==> src/rtl/acs_unit.sv <==
// Add-compare-select stage for the K=3, rate-1/2 Viterbi decoder (g1=111, g0=101).
// Updates four path metrics per valid symbol and reports the survivor decisions
// and the index of the best state.
module acs_unit #(
    parameter int unsigned PM_W    = 6,
    parameter int unsigned INIT_PM = 2**(PM_W-2)
) (
    input  logic                clk,
    input  logic                rst,
    input  logic                in_valid,
    input  logic                sop,
    input  logic [1:0]          bm00,
    input  logic [1:0]          bm01,
    input  logic [1:0]          bm10,
    input  logic [1:0]          bm11,
    output logic                out_valid,
    output logic [3:0]          dec_bits,
    output logic [1:0]          best_state,
    output logic [4*PM_W-1:0]   pm_out
);

    // Sums carry one extra bit so the add cannot wrap before normalisation.
    localparam int unsigned SW = PM_W + 1;
    localparam logic [SW-1:0]   HALF = SW'(2**(PM_W-1));
    localparam logic [SW-1:0]   FULL = SW'(2**PM_W);
    localparam logic [PM_W-1:0] SAT  = {PM_W{1'b1}};
    localparam logic [PM_W-1:0] INIT = PM_W'(INIT_PM);

    logic [PM_W-1:0] r_pm [4];
    logic            r_valid;
    logic [3:0]      r_dec;
    logic [1:0]      r_best;

    logic [PM_W-1:0] w_base   [4];
    logic [SW-1:0]   w_cand_u [4];
    logic [SW-1:0]   w_cand_l [4];
    logic [SW-1:0]   w_sel    [4];
    logic [SW-1:0]   w_adj    [4];
    logic [PM_W-1:0] w_new    [4];
    logic [3:0]      w_dec;
    logic            w_norm;
    logic [PM_W-1:0] w_min;
    logic [1:0]      w_best;

    // Starting metrics: a frame start replaces history with the reset metrics.
    always_comb begin
        w_base[0] = sop ? '0 : r_pm[0];
        for (int i = 1; i < 4; i++) begin
            w_base[i] = sop ? INIT : r_pm[i];
        end
    end

    // Candidate sums; upper predecessor is {ns[0],0}, lower is {ns[0],1}.
    always_comb begin
        w_cand_u[0] = {1'b0, w_base[0]} + SW'(bm00);
        w_cand_l[0] = {1'b0, w_base[1]} + SW'(bm11);
        w_cand_u[1] = {1'b0, w_base[2]} + SW'(bm10);
        w_cand_l[1] = {1'b0, w_base[3]} + SW'(bm01);
        w_cand_u[2] = {1'b0, w_base[0]} + SW'(bm11);
        w_cand_l[2] = {1'b0, w_base[1]} + SW'(bm00);
        w_cand_u[3] = {1'b0, w_base[2]} + SW'(bm01);
        w_cand_l[3] = {1'b0, w_base[3]} + SW'(bm10);
    end

    // Compare-select (ties keep the upper path), then normalise and saturate.
    always_comb begin
        w_norm = 1'b1;
        for (int i = 0; i < 4; i++) begin
            w_dec[i] = (w_cand_l[i] < w_cand_u[i]);
            w_sel[i] = w_dec[i] ? w_cand_l[i] : w_cand_u[i];
            if (w_sel[i] < HALF) begin
                w_norm = 1'b0;
            end
        end
        for (int i = 0; i < 4; i++) begin
            w_adj[i] = w_norm ? (w_sel[i] - HALF) : w_sel[i];
            w_new[i] = (w_adj[i] >= FULL) ? SAT : w_adj[i][PM_W-1:0];
        end
    end

    // Best state: smallest new metric, lowest index on ties.
    always_comb begin
        w_min  = w_new[0];
        w_best = 2'd0;
        for (int i = 1; i < 4; i++) begin
            if (w_new[i] < w_min) begin
                w_min  = w_new[i];
                w_best = 2'(i);
            end
        end
    end

    // Metric and output registers; hold when no symbol is presented.
    always_ff @(posedge clk or posedge rst) begin
        if (rst) begin
            r_pm[0] <= '0;
            for (int i = 1; i < 4; i++) begin
                r_pm[i] <= INIT;
            end
            r_valid <= 1'b0;
            r_dec   <= '0;
            r_best  <= '0;
        end else begin
            r_valid <= in_valid;
            if (in_valid) begin
                for (int i = 0; i < 4; i++) begin
                    r_pm[i] <= w_new[i];
                end
                r_dec  <= w_dec;
                r_best <= w_best;
            end
        end
    end

    assign out_valid  = r_valid;
    assign dec_bits   = r_dec;
    assign best_state = r_best;
    assign pm_out     = {r_pm[3], r_pm[2], r_pm[1], r_pm[0]};

endmodule

==> config.mk <==
export PLATFORM = sky130hd
export DESIGN_NAME = acs_unit
export DESIGN_NICKNAME = d
export VERILOG_FILES = /design/src/rtl/acs_unit.sv
export SDC_FILE = /design/constraint.sdc
export NUM_CORES = 1
export LEC_CHECK = 0
export BUFFER_PORTS_ARGS = -buffer_cell sky130_fd_sc_hd__buf_2
export CORE_MARGIN = 5
export CORE_UTILIZATION = 45
export CTS_CLUSTER_SIZE = 24
export DETAILED_ROUTE_END_ITERATION = 8
export GPL_TIMING_DRIVEN = 0
export PLACE_DENSITY = 0.66
export SYNTH_ARGS = -nofsm -noshare
export SYNTH_HDL_FRONTEND = slang
export SYNTH_SLANG_ARGS = --single-unit
==> constraint.sdc <==
create_clock -name clk -period 9.8 [get_ports clk]
set_clock_uncertainty 0.2 [all_clocks]
set_input_delay 1.96 -clock clk [delete_from_list [all_inputs] [get_ports clk]]
set_output_delay 1.96 -clock clk [all_outputs]
set_load 0.02 [all_outputs]
==> metrics.md, run 1 <==
| Metric | Value |
|---|---|
| Outcome | `finished, violations left` |
| Failing checks | `setup timing` |
| Via density | `6.162` |
| Critical path's slowest cell | `a221o_1` |
| Number of global-route vias before repair | `4426` |
| Ys async rst share | `100.0%` |
| Initial Util | `46.34%` |
| Max-cap violations | `0` |
| Minimum clock period | `10.39 ns` |
| Critical path peak fanout | `6` |
| Crit start category | `input port` |
| Final WS setup | `-0.5851 ns` |
| Largest stage delay on the critical path | `0.33 ns` |
| Reg clk slew, reported paths | `0.07 ns` |
| H-Tree Depth | `2` |
| Yosys reg bits | `31` |
| Layout fillers | `690` |
| Area delta synth->final | `46.13%` |
| Vias | `4628` |
| Routed wire length per instance | `20.74 um` |
| CP required | `9.83 ns` |
| Grt ovf | `0` |
| Worst-Skew Late Latency | `0.30 ns` |
| Die X | `104.8 um` |
| RSZ-0062 raised after global routing | `true` |
| Antenna diode count | `0` |
| Hold crit path type | `reg2reg` |
| Prevailing post-synth register cell | `dfrtp_1` |
| # setup viols final | `2` |
| Mapped Area | `4041 um^2` |
| DR iter-0 viols | `351` |
| Crit-path most repeated cell | `buf_4` |
| Fin. max-slew vios | `0` |
| Nets | `709` |
| CTS tree | `built` |
| Finished Cell Area | `5906 um^2` |
| Syn nets | `575` |
| Largest net degree at the start of global routing | `32` |
| First-pass GRT wire length | `23.92 mm` |
| Clock sink count | `31` |
| Buffers on Ports | `37` |
| Unique cell type count in the Yosys netlist | `60` |
| Maximum clock rate | `96.29 MHz` |
| GRT Overall Usage | `27.17%` |
| DP Worst Slack | `-1.490 ns` |
| Final HPWL DP | `10.18 mm` |
| Worst Max-Slew Pin Slew | `1.217 ns` |
| Hold Slack | `0.3054 ns` |
| Top-Level Pins | `43` |
| Crit path DAT | `10.41 ns` |
| Drt drc | `0` |
| EDFF count, synth | `0` |
| Ys Warns | `0` |
| Die Area | `10980 um^2` |
| Share of cells above drive strength 1 | `42.15%` |
| Final Util | `67.72%` |
| TritonRoute pass-1 iters | `4` |
| Core footprint | `8721 um^2` |
| Gate Count Post-Synth | `508` |
| Dpl cell area | `4733 um^2` |
| Critical path class | `in2reg` |
| Buf+Inv Stages, Crit Path | `48` |
| Register area share after synthesis | `19.29%` |
| Clock root buffer | `clkbuf_8` |
| CTS Buf Count | `5` |
| Critical Path Sink Type | `flop` |
| Die Ht | `104.8 um` |
| Gpl congestion | `0.9290` |
| Final period utilization | `106.0%` |
| Antenna Nets Post-Route | `0` |
| Syn_area_per_cell | `7.955 um^2` |
| Hold Vio Cnt, Final | `0` |
| Detailed Route WL | `15.58 mm` |
| Initial antenna violation count | `0` |
| Relative slew slack | `18.19%` |
| Max Buffers Root-to-Sink | `2` |
| Top delay family on crit path | `buffers and inverters` |
| Num rows | `34` |
routing by layer:
layer | vias to the layer above | part of all wire, % | global-route usage [%]
li1 | 2088 | - | -
met1 | 2239 | 41 | 36.18
met2 | 240 | 47 | 43.44
met3 | 61 | 7.6 | 4.932
met4 | 0 | 4.6 | 10.96
met5 | - | 0 | 0
Yosys cell counts, types with 2 or more instances:
library cell / instances / area [um^2]
o211ai_1: 4 / 30.03
or3_1: 8 / 50.05
o21ai_0: 27 / 135.1
and3_1: 8 / 50.05
dfstp_2: 3 / 78.83
inv_1: 30 / 112.6
clkbuf_1: 18 / 67.56
nor2_1: 56 / 210.2
maj3_2: 2 / 22.52
ha_1: 55 / 688.2
a211oi_1: 4 / 30.03
o22ai_1: 4 / 25.02
nand3_1: 9 / 45.04
clkbuf_2: 3 / 15.01
a31o_2: 2 / 17.52
maj3_1: 6 / 60.06
a21oi_1: 41 / 205.2
mux2_2: 13 / 146.4
nor2b_1: 10 / 62.56
nand4_1: 4 / 25.02
a31oi_1: 13 / 81.33
dfrtp_1: 28 / 700.7
a21oi_2: 2 / 17.52
xor2_1: 13 / 113.9
mux2i_1: 21 / 210.2
buf_6: 2 / 22.52
o221ai_1: 2 / 17.52
a21o_1: 13 / 97.59
o21a_1: 2 / 15.01
o22a_1: 2 / 17.52
nor3_1: 5 / 25.02
o31ai_1: 4 / 30.03
buf_4: 3 / 22.52
nand2b_1: 7 / 43.79
nand2_1: 47 / 176.4
xnor2_1: 13 / 113.9
registers in the layout (all words and copies together), names as in the netlist:
signal and cells:
best_state 2, dec_bits 4, out_valid 1, pm_out 24
worst register-to-register path: cells and delay by family (launching register included):
| kind | cells | cell delay (ns) |
|---|---|---|
| buf+inv | 46 | 5.93 |
| compound gates | 9 | 1.56 |
| simple gates | 3 | 0.62 |
| fa+ha+maj | 2 | 0.38 |
| flops | 1 | 0.35 |
| xor+xnor | 1 | 0.27 |
worst paths after layout:
path / end / startpoint / cells after the start / slack, ns
setup / recovery: best_state[0] / sop / 63 / -0.59
hold / removal: dec_bits[3] / dec_bits[3] / 1 / 0.31
setup reg to reg: best_state[0] / pm_out[19] / 61 / 0.45
hold reg to reg: dec_bits[3] / dec_bits[3] / 1 / 0.31
max in group asynchronous: pm_out[7] / rst / 2 / 7.34
min in group asynchronous: pm_out[20] / rst / 2 / 1.58
metrics by stage:
step,instances,setup TNS [ns]
5_1_grt,751,-1.450
2_1_floorplan,508,-0.3847
4_1_cts,730,-0.7845
3_3_place_gp,653,-2.597
6_report,751,-1.051
3_5_place_dp,653,-2.842
kinds of logic after synthesis:
family	share of synthesized area, %
fa+ha+maj	19.07
xor+xnor	5.635
compound gates	21.95
mux	9.195
flops	19.29
simple gates	18.82
buf+inv	6.037
cells in the final DEF (no fill, tap or decap), types with 4 or more instances in the layout:
cell / n
mux2_2: 12
maj3_1: 4
and3_1: 8
clkbuf_8: 7
nor3_1: 4
nor2_2: 4
nor2_1: 49
nand2_1: 43
clkbuf_1: 13
buf_4: 91
xor2_1: 12
nand2b_1: 7
a21oi_1: 28
nand3_1: 7
mux2i_4: 5
buf_2: 37
ha_1: 38
a21o_1: 13
a31oi_1: 11
inv_2: 5
buf_6: 4
clkbuf_16: 4
ha_2: 4
o21ai_1: 6
or3_1: 8
maj3_2: 4
nor2b_1: 4
a21oi_2: 11
o21ai_0: 18
xnor2_1: 11
dfrtp_1: 28
a21oi_4: 4
mux2i_1: 14
o211ai_1: 4
inv_1: 23
ha_4: 13
nand4_1: 4
nor2b_4: 4
cell type report:
class | count | area (um^2) | share of cell area [%]
tap | 108 | 135.1 | 2.288
clock buffer | 6 | 72.57 | 1.229
inverter | 30 | 127.6 | 2.161
clock inverter | 2 | 12.51 | 0.2119
timing repair buffer | 127 | 864.6 | 14.64
buffer | 27 | 259.0 | 4.386
sequential | 31 | 779.5 | 13.20
multi-input combinational | 420 | 3655 | 61.89
timing repair:
item                       CTS  global route
hold endpoints to repair     0             0
setup endpoints to repair    2             2
gates resized for setup     32            52
hold buffers                 0             0
buffers inserted            70            23
pin swaps                   30            44
Power of run 1 is left out: the tool's default activity adds up to more than one toggle a clock period on the data nets, which glitch-free logic cannot reach.
==> run 2: changes to the inputs <==
SETUP_SLACK_MARGIN = 0.15   (was not set)
==> run 2 against run 1 <==
The run still ends with setup timing left. Critical path depth grew 3. Critical path type unchanged. Die area stayed put. Via count increased by 2.0%. Flip-flop and latch count is the same. Cell area about the same. Critical endpoint unchanged. Global-route usage is 0.16 points lower.
==> metrics.md, run 2 (synthesis gave the netlist of run 1 again) <==
| Metric | Value |
|---|---|
| Outcome | `finished, violations left (unchanged)` |
| Failing checks | `setup timing (unchanged)` |
| Core footprint | `8721 um^2 (unchanged)` |
| Hold Vio Cnt, Final | `0 (unchanged)` |
| Final Util | `67.69% (was 67.72%)` |
| Max FFs per register | `24 (unchanged)` |
| Final HPWL DP | `10.18 mm (unchanged)` |
| Gpl congestion | `0.9290 (unchanged)` |
| Top-Level Pins | `43 (unchanged)` |
| TritonRoute pass-1 iters | `5 (was 4)` |
| Worst-Skew Late Latency | `0.29 ns (was 0.30 ns)` |
| Die Area | `10980 um^2 (unchanged)` |
| Num rows | `34 (unchanged)` |
| Final period utilization | `109.4% (was 106.0%)` |
| Layout fillers | `675 (was 690)` |
| Initial Util | `46.34% (unchanged)` |
| Max Buffers Root-to-Sink | `2 (unchanged)` |
| Share of cells above drive strength 1 | `40.87% (was 42.15%)` |
| Setup_tns | `-1.719 ns (was -1.051 ns)` |
| Crit-path most repeated cell | `buf_4 (unchanged)` |
| # setup viols final | `2 (unchanged)` |
| DR iter-0 viols | `411 (was 351)` |
| Via density | `6.260 (was 6.162)` |
| Largest net degree at the start of global routing | `32 (unchanged)` |
| Number of global-route vias before repair | `4446 (was 4426)` |
| RSZ-0062 raised after global routing | `true (unchanged)` |
| Final WS setup | `-0.9219 ns (was -0.5851 ns)` |
| Critical path class | `in2reg (unchanged)` |
| Routed wire length per instance | `21.30 um (was 20.74 um)` |
| CTS Buf Count | `5 (unchanged)` |
| Antenna Nets Post-Route | `0 (unchanged)` |
| GRT Overall Usage | `27.01% (was 27.17%)` |
| Most frequent cells in the layout | `82 x buf_4, 52 x nor2_1, 43 x nand2_1 (was 91 x buf_4, 49 x nor2_1, 43 x nand2_1)` |
| Clock root buffer | `clkbuf_8 (unchanged)` |
| Grt ovf | `0 (unchanged)` |
| Detailed Route WL | `16.06 mm (was 15.58 mm)` |
| Critical path's slowest cell | `a221o_1 (unchanged)` |
| Relative slew slack | `18.30% (was 18.19%)` |
| CTS tree | `built (unchanged)` |
| Hold buffers post-CTS | `0 (unchanged)` |
| Maximum clock rate | `93.27 MHz (was 96.29 MHz)` |
| First-pass GRT wire length | `23.85 mm (was 23.92 mm)` |
| Crit start category | `input port (unchanged)` |
| Initial antenna violation count | `0 (unchanged)` |
| Hold crit path type | `reg2reg (unchanged)` |
| Leading cell type in the layout, fill and taps excluded | `buf_4 (unchanged)` |
| Hold Slack | `0.3080 ns (was 0.3054 ns)` |
| Drt drc | `0 (unchanged)` |
| Critical Path Sink Type | `flop (unchanged)` |
| Nets | `712 (was 709)` |
| Buffers on Ports | `37 (unchanged)` |
| Reg clk slew, reported paths | `0.07 ns (about the same)` |
| H-Tree Depth | `2 (unchanged)` |
| Dpl cells | `653 (unchanged)` |
| Minimum clock period | `10.72 ns (was 10.39 ns)` |
| Worst Max-Slew Pin Slew | `1.215 ns (was 1.217 ns)` |
| Area delta synth->final | `46.07% (was 46.13%)` |
| Antenna diode count | `0 (unchanged)` |
| Vias | `4720 (was 4628)` |
| Critical path peak fanout | `6 (unchanged)` |
| Die Ht | `104.8 um (unchanged)` |
| CP required | `9.82 ns (was 9.83 ns)` |
| Clock sink count | `31 (unchanged)` |
| Max-cap violations | `0 (unchanged)` |
| Crit path DAT | `10.75 ns (was 10.41 ns)` |
| Final std cells w/o fill | `754 (was 751)` |
| Fin. max-slew vios | `0 (unchanged)` |
| Die X | `104.8 um (unchanged)` |
| Largest stage delay on the critical path | `0.32 ns (was 0.33 ns)` |
run 2: cell count changes in the layout (fill, tap and decap cells not counted), sizes merged:
cell    change
buf         +3
inv         +1
clkinv      -1
run 2: critical path: cells and delay by family:
kind / cells / cell delay (ns)
fa+ha+maj: 3 / 0.50
compound gates: 9 / 1.65
simple gates: 3 / 0.42
buf+inv: 51 / 6.19
run 2: final timing paths:
kind / slack [ns] / cells past startpoint / start / end
max: -0.92 / 66 / sop / best_state[0]
min: 0.31 / 1 / dec_bits[3] / dec_bits[3]
max reg2reg: 0 / 64 / pm_out[19] / best_state[0]
min reg2reg: 0.31 / 1 / dec_bits[3] / dec_bits[3]
max in group asynchronous: 7.38 / 2 / rst / pm_out[11]
min in group asynchronous: 1.57 / 2 / rst / pm_out[18]
run 2: stage by stage:
step | setup slack, ns | instance area [um^2]
5_1_grt | -0.9687 | 5903
3_5_place_dp | -1.490 | 4733
2_1_floorplan | -0.2584 | 4413
6_report | -0.9219 | 5903
3_3_place_gp | -1.353 | 4733
4_1_cts | -0.4427 | 5514
run 2: layout make-up:
type                            instances  area (um^2)  share of cell area (%)
Tap cell                              108        135.1                   2.289
Buffer                                 27        256.5                   4.345
Timing Repair Buffer                  130        940.9                   15.94
Multi-Input combinational cell        420         3583                   60.70
Inverter                               30        122.6                   2.077
Clock buffer                            6        72.57                   1.229
Clock inverter                          2        12.51                  0.2120
Sequential cell                        31        779.5                   13.20
run 2: metal layers:
layer | GRT usage, % | vias up | share of wire (%)
met2 | 43.39 | 304 | 46
li1 | - | 2102 | -
met5 | 0 | - | 0
met1 | 35.80 | 2235 | 40
met4 | 10.05 | 0 | 4.8
met3 | 5.425 | 79 | 9.3
run 2: what timing repair did:
item	in CTS	in global routing
resized for setup	37	41
setup endpoints to repair	2	3
buffers inserted	70	23
pin swaps	30	39
Power of run 2 is left out for the same reason.
==> run 3: changes to the inputs <==
ABC_AREA = 1   (was not set)
==> run 3 against run 2 <==
The run now ends clean. Final cell count is 4.4% higher. Synthesized cell count is 22% higher. Clock-buffer cell count stayed put. Hold slack worse by 0.022 ns. Via count is 11% lower. Core utilization is 15 points lower. Wire length is 25% lower. Non-clock buffer count is 94 lower. Flip-flop and latch count stayed put. Area after synthesis is 0.25% higher. Global-route usage is 5.2 points lower. Sequential share of layout area is 3.6 points higher. Critical endpoint unchanged.
==> metrics.md, run 3 <==
| Metric | Value |
|---|---|
| Relative slew slack | `54.32% (was 18.30%)` |
| Die X | `104.9 um (was 104.8 um)` |
| Critical R2R Launch | `pm_out[1] (was pm_out[19])` |
| Crit start category | `input port (unchanged)` |
| Seq. cell area | `779.5 um^2 (unchanged)` |
| Crit path DAT | `9.21 ns (was 10.75 ns)` |
| Antenna Nets Post-Route | `0 (unchanged)` |
| CP required | `9.82 ns (about the same)` |
| Critical path class | `in2reg (unchanged)` |
| Count leader, synth | `nand2_1 (was nor2_1)` |
| Mapped Area | `4051 um^2 (was 4041 um^2)` |
| Buffers on Ports | `42 (was 37)` |
| Max-cap violations | `0 (unchanged)` |
| Crit-path most repeated cell | `nand2_1 (was buf_4)` |
| Critical path origin | `sop (unchanged)` |
| Top-Level Pins | `43 (unchanged)` |
| Buf+Inv Stages, Crit Path | `8 (was 51)` |
| Syn nets | `689 (was 575)` |
| Critical Path Sink Type | `flop (unchanged)` |
| EDFF count, synth | `0 (unchanged)` |
| R2R cell count | `47 (was 64)` |
| Leading cell type in the layout, fill and taps excluded | `nand2_1 (was buf_4)` |
| Unique cell type count in the Yosys netlist | `35 (was 60)` |
| Ys Warns | `0 (unchanged)` |
| Minimum clock period | `9.195 ns (was 10.72 ns)` |
| Via density | `5.337 (was 6.260)` |
| # setup viols final | `0 (was 2)` |
| Post-synth top area share | `17.29% (was 17.34%)` |
| Vias | `4200 (was 4720)` |
| Synth cell count leaders | `180 x nand2_1, 90 x inv_1, 55 x ha_1 (was 56 x nor2_1, 55 x ha_1, 47 x nand2_1)` |
| Outcome | `complete, no violations (was finished, violations left)` |
| Gate Count Post-Synth | `622 (was 508)` |
| CTS Buf Count | `5 (unchanged)` |
| Share of cells above drive strength 1 | `18.56% (was 40.87%)` |
| Maximum clock rate | `108.8 MHz (was 93.27 MHz)` |
| Number of global-route vias before repair | `3870 (was 4446)` |
| Initial antenna violation count | `0 (unchanged)` |
| Drt drc | `0 (unchanged)` |
| Max FFs per register | `24 (unchanged)` |
| WP depth | `48 (was 66)` |
| Num rows | `34 (unchanged)` |
| Gpl congestion | `0.8995 (was 0.9290)` |
| Register area share after synthesis | `19.24% (was 19.29%)` |
| Most frequent cells in the layout | `180 x nand2_1, 88 x inv_1, 55 x ha_1 (was 82 x buf_4, 52 x nor2_1, 43 x nand2_1)` |
| Largest stage delay on the critical path | `0.32 ns (about the same)` |
| Area delta synth->final | `14.61% (was 46.07%)` |
| RSZ-0062 raised after global routing | `false (was true)` |
| Clock root buffer | `clkbuf_8 (unchanged)` |
| Reg clk slew, reported paths | `0.07 ns (about the same)` |
| Die Area | `11000 um^2 (was 10980 um^2)` |
| Hold Slack | `0.2857 ns (was 0.3080 ns)` |
| Core footprint | `8763 um^2 (was 8721 um^2)` |
| Reg2reg setup slack | `2.23 ns (was 0 ns)` |
| Final period utilization | `93.83% (was 109.4%)` |
| Top delay family on crit path | `simple AND/OR/NAND/NOR gates (was buffers and inverters)` |
| Initial Util | `46.23% (was 46.34%)` |
| Critical path peak fanout | `10 (was 6)` |
| Ranking of synthesized cells by area | `dfrtp_1 17%, ha_1 17%, nand2_1 17%, inv_1 8.3%, o21ai_0 6.1% (was dfrtp_1 17%, ha_1 17%, mux2i_1 5.2%, nor2_1 5.2%, a21oi_1 5.1%)` |
| CTS tree | `built (unchanged)` |
| Hold Vio Cnt, Final | `0 (unchanged)` |
| Area of the multi-input gates | `2893 um^2 (was 3583 um^2)` |
| Prevailing post-synth register cell | `dfrtp_1 (unchanged)` |
| Detailed Route WL | `12.10 mm (was 16.06 mm)` |
| Yosys reg bits | `31 (unchanged)` |
| H-Tree Depth | `2 (unchanged)` |
| Critical path's slowest cell | `ha_1 (was a221o_1)` |
| GRT Overall Usage | `21.76% (was 27.01%)` |
| Cell taking the most area after synthesis | `dfrtp_1 (unchanged)` |
| Setup_tns | `0 ns (was -1.719 ns)` |
| Layout fillers | `946 (was 675)` |
| First-pass GRT wire length | `19.45 mm (was 23.85 mm)` |
| Hold crit path type | `reg2reg (unchanged)` |
| Final HPWL DP | `9.835 mm (was 10.18 mm)` |
| Clock sink count | `31 (unchanged)` |
| TritonRoute pass-1 iters | `4 (was 5)` |
| Grt ovf | `0 (unchanged)` |
| Ys async rst share | `100.0% (unchanged)` |
| Worst-Skew Late Latency | `0.29 ns (about the same)` |
| Syn_area_per_cell | `6.513 um^2 (was 7.955 um^2)` |
| DR iter-0 viols | `245 (was 411)` |
| Nets | `745 (was 712)` |
| Crit path to | `best_state[0] (unchanged)` |
| Fin. max-slew vios | `0 (unchanged)` |
| Largest net degree at the start of global routing | `32 (unchanged)` |
| Hold buffers post-CTS | `0 (unchanged)` |
| Routed wire length per instance | `15.37 um (was 21.30 um)` |
| R2R Path End | `best_state[0] (unchanged)` |
| Antenna diode count | `0 (unchanged)` |
| Max Buffers Root-to-Sink | `2 (unchanged)` |
| Worst Max-Slew Pin Slew | `0.6853 ns (was 1.215 ns)` |
| Die Ht | `104.9 um (was 104.8 um)` |
run 3: repair_timing:
action                                 in CTS  in global routing
gates resized for setup                     2                 22
setup endpoints to repair                   2                  2
pin swaps                                   1                  1
setup buffers                               1                  5
endpoints found under the hold margin       0                  0
run 3: how the worst min path moves through the flow:
stage	start	endpoint	slack, ns	cells after the start
finish	dec_bits[2]	dec_bits[2]	0.29	2
global route	dec_bits[2]	dec_bits[2]	0.36	2
CTS	dec_bits[2]	dec_bits[2]	0.29	2
detailed placement	dec_bits[2]	dec_bits[2]	0.28	2
global placement	dec_bits[2]	dec_bits[2]	0.26	2
floorplan	pm_out[10]	pm_out[10]	0.33	2
run 3: final cells by class:
| cell class | instances | area share [%] |
|---|---|---|
| plain buffers | 14 | 1.940 |
| clock buffers | 6 | 1.778 |
| clock inverters | 2 | 0.7545 |
| inverters | 94 | 7.599 |
| multi-input cells | 483 | 62.30 |
| flip-flops and latches | 31 | 16.79 |
| well taps | 108 | 2.910 |
| repair buffers | 49 | 5.928 |
run 3: cell families (layout without fill, tap and decap cells):
kind of cell | Yosys count | count (layout) | synth area share [%]
xor+xnor | 29 | 29 | 6.269
flops | 31 | 31 | 19.24
fa+ha+maj | 55 | 55 | 16.99
buf+inv | 108 | 165 | 10.78
simple gates | 298 | 298 | 32.52
compound gates | 101 | 101 | 14.21
run 3: through the flow:
stage | setup WS [ns] | utilization [%] | cells | cell area [um^2]
final | 0.6049 | 52.98 | 787 | 4643
after global placement | -0.5721 | 50.17 | 772 | 4397
after floorplan | 0.9466 | - | 622 | 4051
after global routing | 0.09215 | 52.98 | 787 | 4643
after CTS | 0.3031 | 51.71 | 781 | 4532
after detailed placement | -0.6882 | 50.17 | 772 | 4397
run 3: metal layers:
layer / part of all wire, % / up-vias / global-route usage, % / wire (um)
met2: 44 / 115 / 33.00 / 5277
met4: 1.1 / 0 / 3.744 / 137
met1: 49 / 1949 / 32.84 / 5930
li1: - / 2125 / - / -
met5: 0 / - / 0 / 0
met3: 6.2 / 11 / 3.514 / 751
run 3: worst reg2reg max path: cells and delay by family, from the launching register on:
kind | cells | cell delay, ns
AND/OR/NAND/NOR | 24 | 2.66
adder cells (fa/ha/maj) | 6 | 1.66
AO/OA/AOI/OAI | 9 | 1.48
buffers and inverters | 7 | 0.84
flip-flops | 1 | 0.48
XOR/XNOR | 1 | 0.19
Power of run 3 is left out for the same reason.
